<file path="config.mk">
export PLATFORM = sky130hd
export DESIGN_NAME = hamming_enc_engine
export DESIGN_NICKNAME = d
export VERILOG_FILES = /design/src/rtl/hamming_pkg.sv /design/src/rtl/hamming_enc_par.sv /design/src/rtl/hamming_enc_engine.sv
export SDC_FILE = /design/constraint.sdc
export NUM_CORES = 1
export LEC_CHECK = 0
export BUFFER_PORTS_ARGS = -buffer_cell sky130_fd_sc_hd__buf_2
export CORE_MARGIN = 4
export CORE_UTILIZATION = 50
export CTS_CLUSTER_DIAMETER = 100
export DETAILED_ROUTE_END_ITERATION = 12
export PLACE_DENSITY = 0.79
export SLEW_MARGIN = 20
export SYNTH_ARGS = -nofsm -noshare
export SYNTH_HDL_FRONTEND = slang
export SYNTH_SLANG_ARGS = --single-unit
</file>
<file path="constraint.sdc">
create_clock -name clk -period 2.1 [get_ports clk]
set_input_delay 0.315 -clock clk [delete_from_list [all_inputs] [get_ports clk]]
set_output_delay 0.315 -clock clk [all_outputs]
set_load 0.01 [all_outputs]
</file>
<file path="src/rtl/hamming_pkg.sv">
// rtl/hamming_pkg.sv - Hamming(16,11) SECDED types, FSM states and encoder function
// Shared between this encoder engine and the program-2 decoder.
package hamming_pkg;

  typedef logic [11:1] msg_t;
  typedef logic [15:0] code_t;

  typedef enum logic [2:0] {
    ST_IDLE,
    ST_RD_LO,
    ST_RD_HI,
    ST_ENC,
    ST_WR_LO,
    ST_WR_HI,
    ST_DONE
  } state_e;

  function automatic code_t hamming_encode(input msg_t d);
    logic p8, p4, p2, p1, p0;
    p8 = ^d[11:5];
    p4 = (^d[11:8]) ^ (^d[4:2]);
    p2 = d[11] ^ d[10] ^ d[7] ^ d[6] ^ d[4] ^ d[3] ^ d[1];
    p1 = d[11] ^ d[9] ^ d[7] ^ d[5] ^ d[4] ^ d[2] ^ d[1];
    // p0 closes even parity over the full 16-bit word
    p0 = (^d) ^ p8 ^ p4 ^ p2 ^ p1;
    return {d[11:5], p8, d[4:2], p4, d[1], p2, p1, p0};
  endfunction

endpackage

</file>
<file path="src/rtl/hamming_enc_par.sv">
// rtl/hamming_enc_par.sv - combinational 11-bit message to 16-bit SECDED codeword
module hamming_enc_par
  import hamming_pkg::*;
(
  input  logic [10:0] msg,
  output logic [15:0] code
);

  msg_t msg_w;

  assign msg_w = msg;
  assign code  = hamming_encode(msg_w);

endmodule

</file>
<file path="src/rtl/hamming_enc_engine.sv">
// rtl/hamming_enc_engine.sv - memory-to-memory Hamming encoder engine
// Reads NUM_MSG messages as byte pairs, writes each codeword back as a byte pair.
module hamming_enc_engine #(
  parameter int NUM_MSG  = 15,
  parameter int SRC_BASE = 0,
  parameter int DST_BASE = 30,
  parameter int ADDR_W   = 8
) (
  input  logic              clk,
  input  logic              rst_n,
  input  logic              start,
  output logic              done,
  output logic [ADDR_W-1:0] mem_addr,
  output logic              mem_rd_en,
  input  logic [7:0]        mem_rdata,
  output logic              mem_wr_en,
  output logic [7:0]        mem_wdata
);
  import hamming_pkg::*;

  localparam int IDX_W = (NUM_MSG > 1) ? $clog2(NUM_MSG) : 1;
  localparam logic [IDX_W-1:0] LAST_IDX = IDX_W'(NUM_MSG - 1);

  state_e           state_q, state_d;
  logic [IDX_W-1:0] idx_q, idx_d;
  logic [7:0]       lo_q, lo_d;
  logic [15:0]      cw_q, cw_d;
  logic             done_q, done_d;

  logic [10:0]       enc_msg;
  logic [15:0]       enc_code;
  logic [ADDR_W-1:0] idx_off;
  logic              unused_hi_bits;

  // The hi byte is consumed straight off the read bus in ENC; its top bits carry no data.
  assign enc_msg        = {mem_rdata[2:0], lo_q};
  assign unused_hi_bits = ^mem_rdata[7:3];
  assign idx_off        = ADDR_W'({idx_q, 1'b0});
  assign done           = done_q;

  hamming_enc_par u_par (
    .msg  (enc_msg),
    .code (enc_code)
  );

  always_ff @(posedge clk or negedge rst_n) begin
    if (!rst_n) begin
      state_q <= ST_IDLE;
    end else begin
      state_q <= state_d;
    end
  end

  always_comb begin
    state_d = state_q;
    case (state_q)
      ST_IDLE, ST_DONE: if (start) state_d = ST_RD_LO;
      ST_RD_LO:         state_d = ST_RD_HI;
      ST_RD_HI:         state_d = ST_ENC;
      ST_ENC:           state_d = ST_WR_LO;
      ST_WR_LO:         state_d = ST_WR_HI;
      ST_WR_HI:         state_d = (idx_q == LAST_IDX) ? ST_DONE : ST_RD_LO;
      default:          state_d = ST_IDLE;
    endcase
  end

  always_comb begin
    mem_rd_en = 1'b0;
    mem_wr_en = 1'b0;
    mem_addr  = '0;
    mem_wdata = '0;
    case (state_q)
      ST_RD_LO: begin
        mem_rd_en = 1'b1;
        mem_addr  = ADDR_W'(SRC_BASE) + idx_off;
      end
      ST_RD_HI: begin
        mem_rd_en = 1'b1;
        mem_addr  = ADDR_W'(SRC_BASE) + idx_off + ADDR_W'(1);
      end
      ST_WR_LO: begin
        mem_wr_en = 1'b1;
        mem_addr  = ADDR_W'(DST_BASE) + idx_off;
        mem_wdata = cw_q[7:0];
      end
      ST_WR_HI: begin
        mem_wr_en = 1'b1;
        mem_addr  = ADDR_W'(DST_BASE) + idx_off + ADDR_W'(1);
        mem_wdata = cw_q[15:8];
      end
      default: ;
    endcase
  end

  // done is registered off the DONE state, so it trails the state by one edge.
  always_comb begin
    idx_d  = idx_q;
    lo_d   = lo_q;
    cw_d   = cw_q;
    done_d = (state_q == ST_DONE) && !start;
    case (state_q)
      ST_IDLE, ST_DONE: if (start) idx_d = '0;
      ST_RD_HI:         lo_d = mem_rdata;
      ST_ENC:           cw_d = enc_code;
      ST_WR_HI:         if (idx_q != LAST_IDX) idx_d = idx_q + IDX_W'(1);
      default: ;
    endcase
  end

  always_ff @(posedge clk or negedge rst_n) begin
    if (!rst_n) begin
      idx_q  <= '0;
      lo_q   <= '0;
      cw_q   <= '0;
      done_q <= 1'b0;
    end else begin
      idx_q  <= idx_d;
      lo_q   <= lo_d;
      cw_q   <= cw_d;
      done_q <= done_d;
    end
  end

endmodule

</file>
==> summary.json <==
{
  "timing": {
    "fin_worst_skew_ps": 11.5,
    "setup_repair_after_global_routing_missed_its_margin": "false",
    "maxSlewHeadroom_pct": 52.2,
    "final_max_slew_viol_count": 0,
    "final_critical_delay_including_setup_and_external_delays_ps": 1900,
    "hold_viol_final": 0,
    "final_min_period_over_clock_period_pct": 90.4,
    "setup_violations": 0,
    "fmaxAchievable_mhz": 527,
    "worstMarginPinSlew_ps": 717,
    "setup_total_negative_slack_ps": 0
  },
  "synthesis": {
    "synthesized_area_fraction_occupied_by_adder_cells_pct": 2.15,
    "post_synth_main_area_contributors": "sky130_fd_sc_hd__dfrtp_1, sky130_fd_sc_hd__mux2_2, sky130_fd_sc_hd__xnor2_1",
    "synth_top_area_share_pct": 45.8,
    "syn_avg_cell_area_sq_um": 10.9,
    "synth_top_family_by_area": "multiplexers",
    "ys_async_sr_fraction_pct": 100,
    "synth_register_bits": 32,
    "yosysWarningCount": 0,
    "post_synthesis_cell_count": 160,
    "muxShareOfSynthArea_pct": 17.5,
    "netlist_area_sq_um": 1750,
    "synthXorXnorAreaFrac_pct": 13.2,
    "edff_count_synth": 0,
    "ys.flop_type": "sky130_fd_sc_hd__dfrtp_1",
    "synth_top_area_cell": "sky130_fd_sc_hd__dfrtp_1",
    "basic_gate_share_of_the_synthesized_area_counting_and_or_nand_and_nor_cells_pct": 11.5,
    "synth-compound-area-share_pct": 6.09,
    "synth_cell_type_count": 30,
    "seq_area_frac_synth_pct": 45.8
  },
  "drt": {
    "route.final.wire_length_mm": 3.30,
    "drt_first_iter_violations": 81,
    "wl_per_cell_um": 14.0,
    "detailroute.via_count": 1233,
    "antenna_violating_nets_post_route": 0,
    "detail_route.drc_violations": 0,
    "drt_pre_antenna_iters": 4,
    "via_per_inst": 5.22
  },
  "worst_setup_path": {
    "critical_path_arrival_ps": 1580,
    "worst_reg2reg_path_length_in_cells": 6,
    "dominant_delay_contributor_by_cell_family_on_the_critical_path": "flip-flops",
    "critPathBufInv": 2,
    "timing.critical_path.from_type": "flop",
    "critical_path_peak_fanout": 16,
    "crit_required_ps": 1780,
    "crit_chain": "nand2b_4 > inv_1 > nand2_1 > o21ai_0 > buf_2",
    "r2r_setup_slack_ps": 390,
    "criticalPathCategory": "flop to output pin",
    "rr_endpoint": "idx_q[3]$_DFFE_PN0P_",
    "cp-startpoint": "state_q[1]$_DFFE_PN0P_",
    "critical-path-max-stage-delay_ps": 470,
    "critPathCaptureType": "output pin",
    "critPathSlowestCell": "sky130_fd_sc_hd__dfrtp_2",
    "r2r-start": "idx_q[0]$_DFFE_PN0P_"
  },
  "power": {
    "power.share.switching_pct": 36.9,
    "power.switching_mw": 1.29,
    "power-per-cell-area_nw_per_um2": 1750,
    "power.share.sequential_pct": 33.0,
    "leakagePower_nw": 0.958,
    "clock_power_share_pct": 13.2,
    "internal_power_component_mw": 2.21,
    "power.share.combinational_pct": 53.8,
    "max-vdd-ir-drop_mv": 0.867
  },
  "hold_path": {
    "holdCritPathClass": "primary input to asynchronous set/reset pin"
  },
  "clock_network": {
    "cts_htree_levels": 2,
    "postCtsHoldBufs": 0,
    "clockBufferDepth": 2,
    "cts_tree": "built",
    "cell_chosen_for_the_clock_root": "sky130_fd_sc_hd__clkbuf_4",
    "clk_pin_slew_worst_paths_ps": 110,
    "tritoncts.num_buffers": 5,
    "cts.sinks": 32,
    "insertion_delay_ps": 340
  },
  "global_route": {
    "use_met2_pct": 28.0,
    "total_overflow_reported_by_the_global_router": 0,
    "via_count_of_the_first_global_routing_pass": 1222,
    "antenna_violations_before_repair": 0,
    "grt.total_usage_pct": 16.7,
    "grtUsageMet3_pct": 4.55,
    "grt_pass1_wl_mm": 5.58,
    "top_usage_layer": "met2",
    "grt_start_max_net_pins": 33,
    "met1_usage_pct": 20.0
  },
  "place": {
    "dp.final_hpwl_mm": 2.34,
    "final_weighted_congestion_in_routability_driven_placement": 0.768,
    "dp_cells": 228,
    "placement.io_buffers": 27
  },
  "layout": {
    "num-nets-final": 203,
    "post_layout_util_pct": 59.4,
    "fin_cells": 236,
    "fillerInstances": 305,
    "drive_gt1_share_pct": 33.7,
    "layout-area-overhead-vs-synth_pct": 14.4,
    "num_antenna_cells": 0
  },
  "floorplan": {
    "die_w_um": 67.1,
    "core_area_sq_um": 3360,
    "starting_density_of_the_core_pct": 51.9,
    "die_h_um": 67.1,
    "die_area_sq_um": 4500,
    "num_io_pins": 30,
    "row_count": 21
  },
  "flow_run": {
    "cap_viol_max_count": 0
  },
  "outcome": {
    "status": "finished, final reports clean"
  }
}
-- worst max path at each step --
stage                                end  slack [ps]  cells past startpoint
finish                       mem_addr[3]         200                      5
global placement    idx_q[3]$_DFFE_PN0P_         460                      6
global route                 mem_addr[3]          10                      5
detailed placement  idx_q[3]$_DFFE_PN0P_         350                      6
floorplan           idx_q[3]$_DFFE_PN0P_         580                      6
CTS                          mem_addr[3]         140                      5
-- per-stage QoR --
stage          hold slack, ps  instance area (sq um)  total power, mW  worst slack (ps)
2_1_floorplan            19.4                   1750             2.64               578
3_3_place_gp              389                   1920             2.97               462
3_5_place_dp              404                   1920             3.06               345
4_1_cts                  15.6                   1990             3.53               144
5_1_grt                  48.0                   2000             3.78              13.1
6_report                 19.6                   2000             3.50               202
-- power by group through the flow --
| stage | Clock [mW] | Combinational [mW] | Sequential (mW) |
|---|---|---|---|
| 5_1_grt | 0.507 | 2.07 | 1.20 |
| 2_1_floorplan | 0 | 1.56 | 1.08 |
| 4_1_cts | 0.480 | 1.90 | 1.15 |
| 6_report | 0.460 | 1.88 | 1.15 |
| 3_3_place_gp | 0 | 1.82 | 1.15 |
| 3_5_place_dp | 0 | 1.89 | 1.17 |
-- cell families after synthesis --
family | Yosys count
xor+xnor | 19
fa+ha+maj | 3
flops | 32
other cells | 1
compound gates | 21
buf+inv | 13
simple gates | 43
mux | 28
-- layout by cell type, fill, tap and decap left out, types with 2 or more instances in the layout --
cell type                   n
sky130_fd_sc_hd__a21oi_1    4
sky130_fd_sc_hd__xor2_1     2
sky130_fd_sc_hd__xnor2_1   12
sky130_fd_sc_hd__mux2i_1    8
sky130_fd_sc_hd__ha_1       3
sky130_fd_sc_hd__o21ai_0   14
sky130_fd_sc_hd__nand4_1    2
sky130_fd_sc_hd__xnor3_1    3
sky130_fd_sc_hd__mux2_2    20
sky130_fd_sc_hd__conb_1     2
sky130_fd_sc_hd__nor2_1    12
sky130_fd_sc_hd__nand3_1    5
sky130_fd_sc_hd__nor2_2     2
sky130_fd_sc_hd__buf_2     27
sky130_fd_sc_hd__o21ai_1    2
sky130_fd_sc_hd__nand2_1   15
sky130_fd_sc_hd__dfrtp_1   29
sky130_fd_sc_hd__dfrtp_2    3
sky130_fd_sc_hd__clkbuf_4   5
sky130_fd_sc_hd__inv_1      5
sky130_fd_sc_hd__buf_4      2
-- layout make-up --
cell class	count	area, sq um	area share [%]
sequential	32	805	40.3
tap	46	57.6	2.88
clock inverter	2	35.0	1.75
timing repair buffer	29	150	7.51
inverter	5	18.8	0.939
multi-input combinational	116	891	44.6
clock buffer	6	41.3	2.07
-- state kept, by name (all words and copies together) (netlist names) --
signal / flops
state_q: 3
cw_q: 16
idx_q: 4
done: 1
lo_q: 8
-- cells in the mapped netlist, types with 3 or more instances --
cell type                 count
sky130_fd_sc_hd__dfrtp_1     32
sky130_fd_sc_hd__mux2_2      20
sky130_fd_sc_hd__nand2_1     15
sky130_fd_sc_hd__o21ai_0     15
sky130_fd_sc_hd__nor2_1      13
sky130_fd_sc_hd__xnor2_1     12
sky130_fd_sc_hd__mux2i_1      8
sky130_fd_sc_hd__inv_1        5
sky130_fd_sc_hd__nand3_1      5
sky130_fd_sc_hd__a21oi_1      4
sky130_fd_sc_hd__buf_2        4
sky130_fd_sc_hd__ha_1         3
sky130_fd_sc_hd__xnor3_1      3
-- per-layer routing --
layer  share of wire [%]  vias to the layer above  wire length (um)
met1                  41                      593              1360
met2                  51                       33              1680
met3                 6.2                        7               203
li1                    -                      600                 -
met5                   0                        -                 0
met4                 1.7                        0                56
-- what timing repair did --
| action | CTS | global route |
|---|---|---|
| setup buffers | 0 | 0 |
| setup endpoints to repair | 0 | 1 |
| gates resized for setup | 0 | 5 |
No activity file was read; power rests on OpenSTA's default activity.
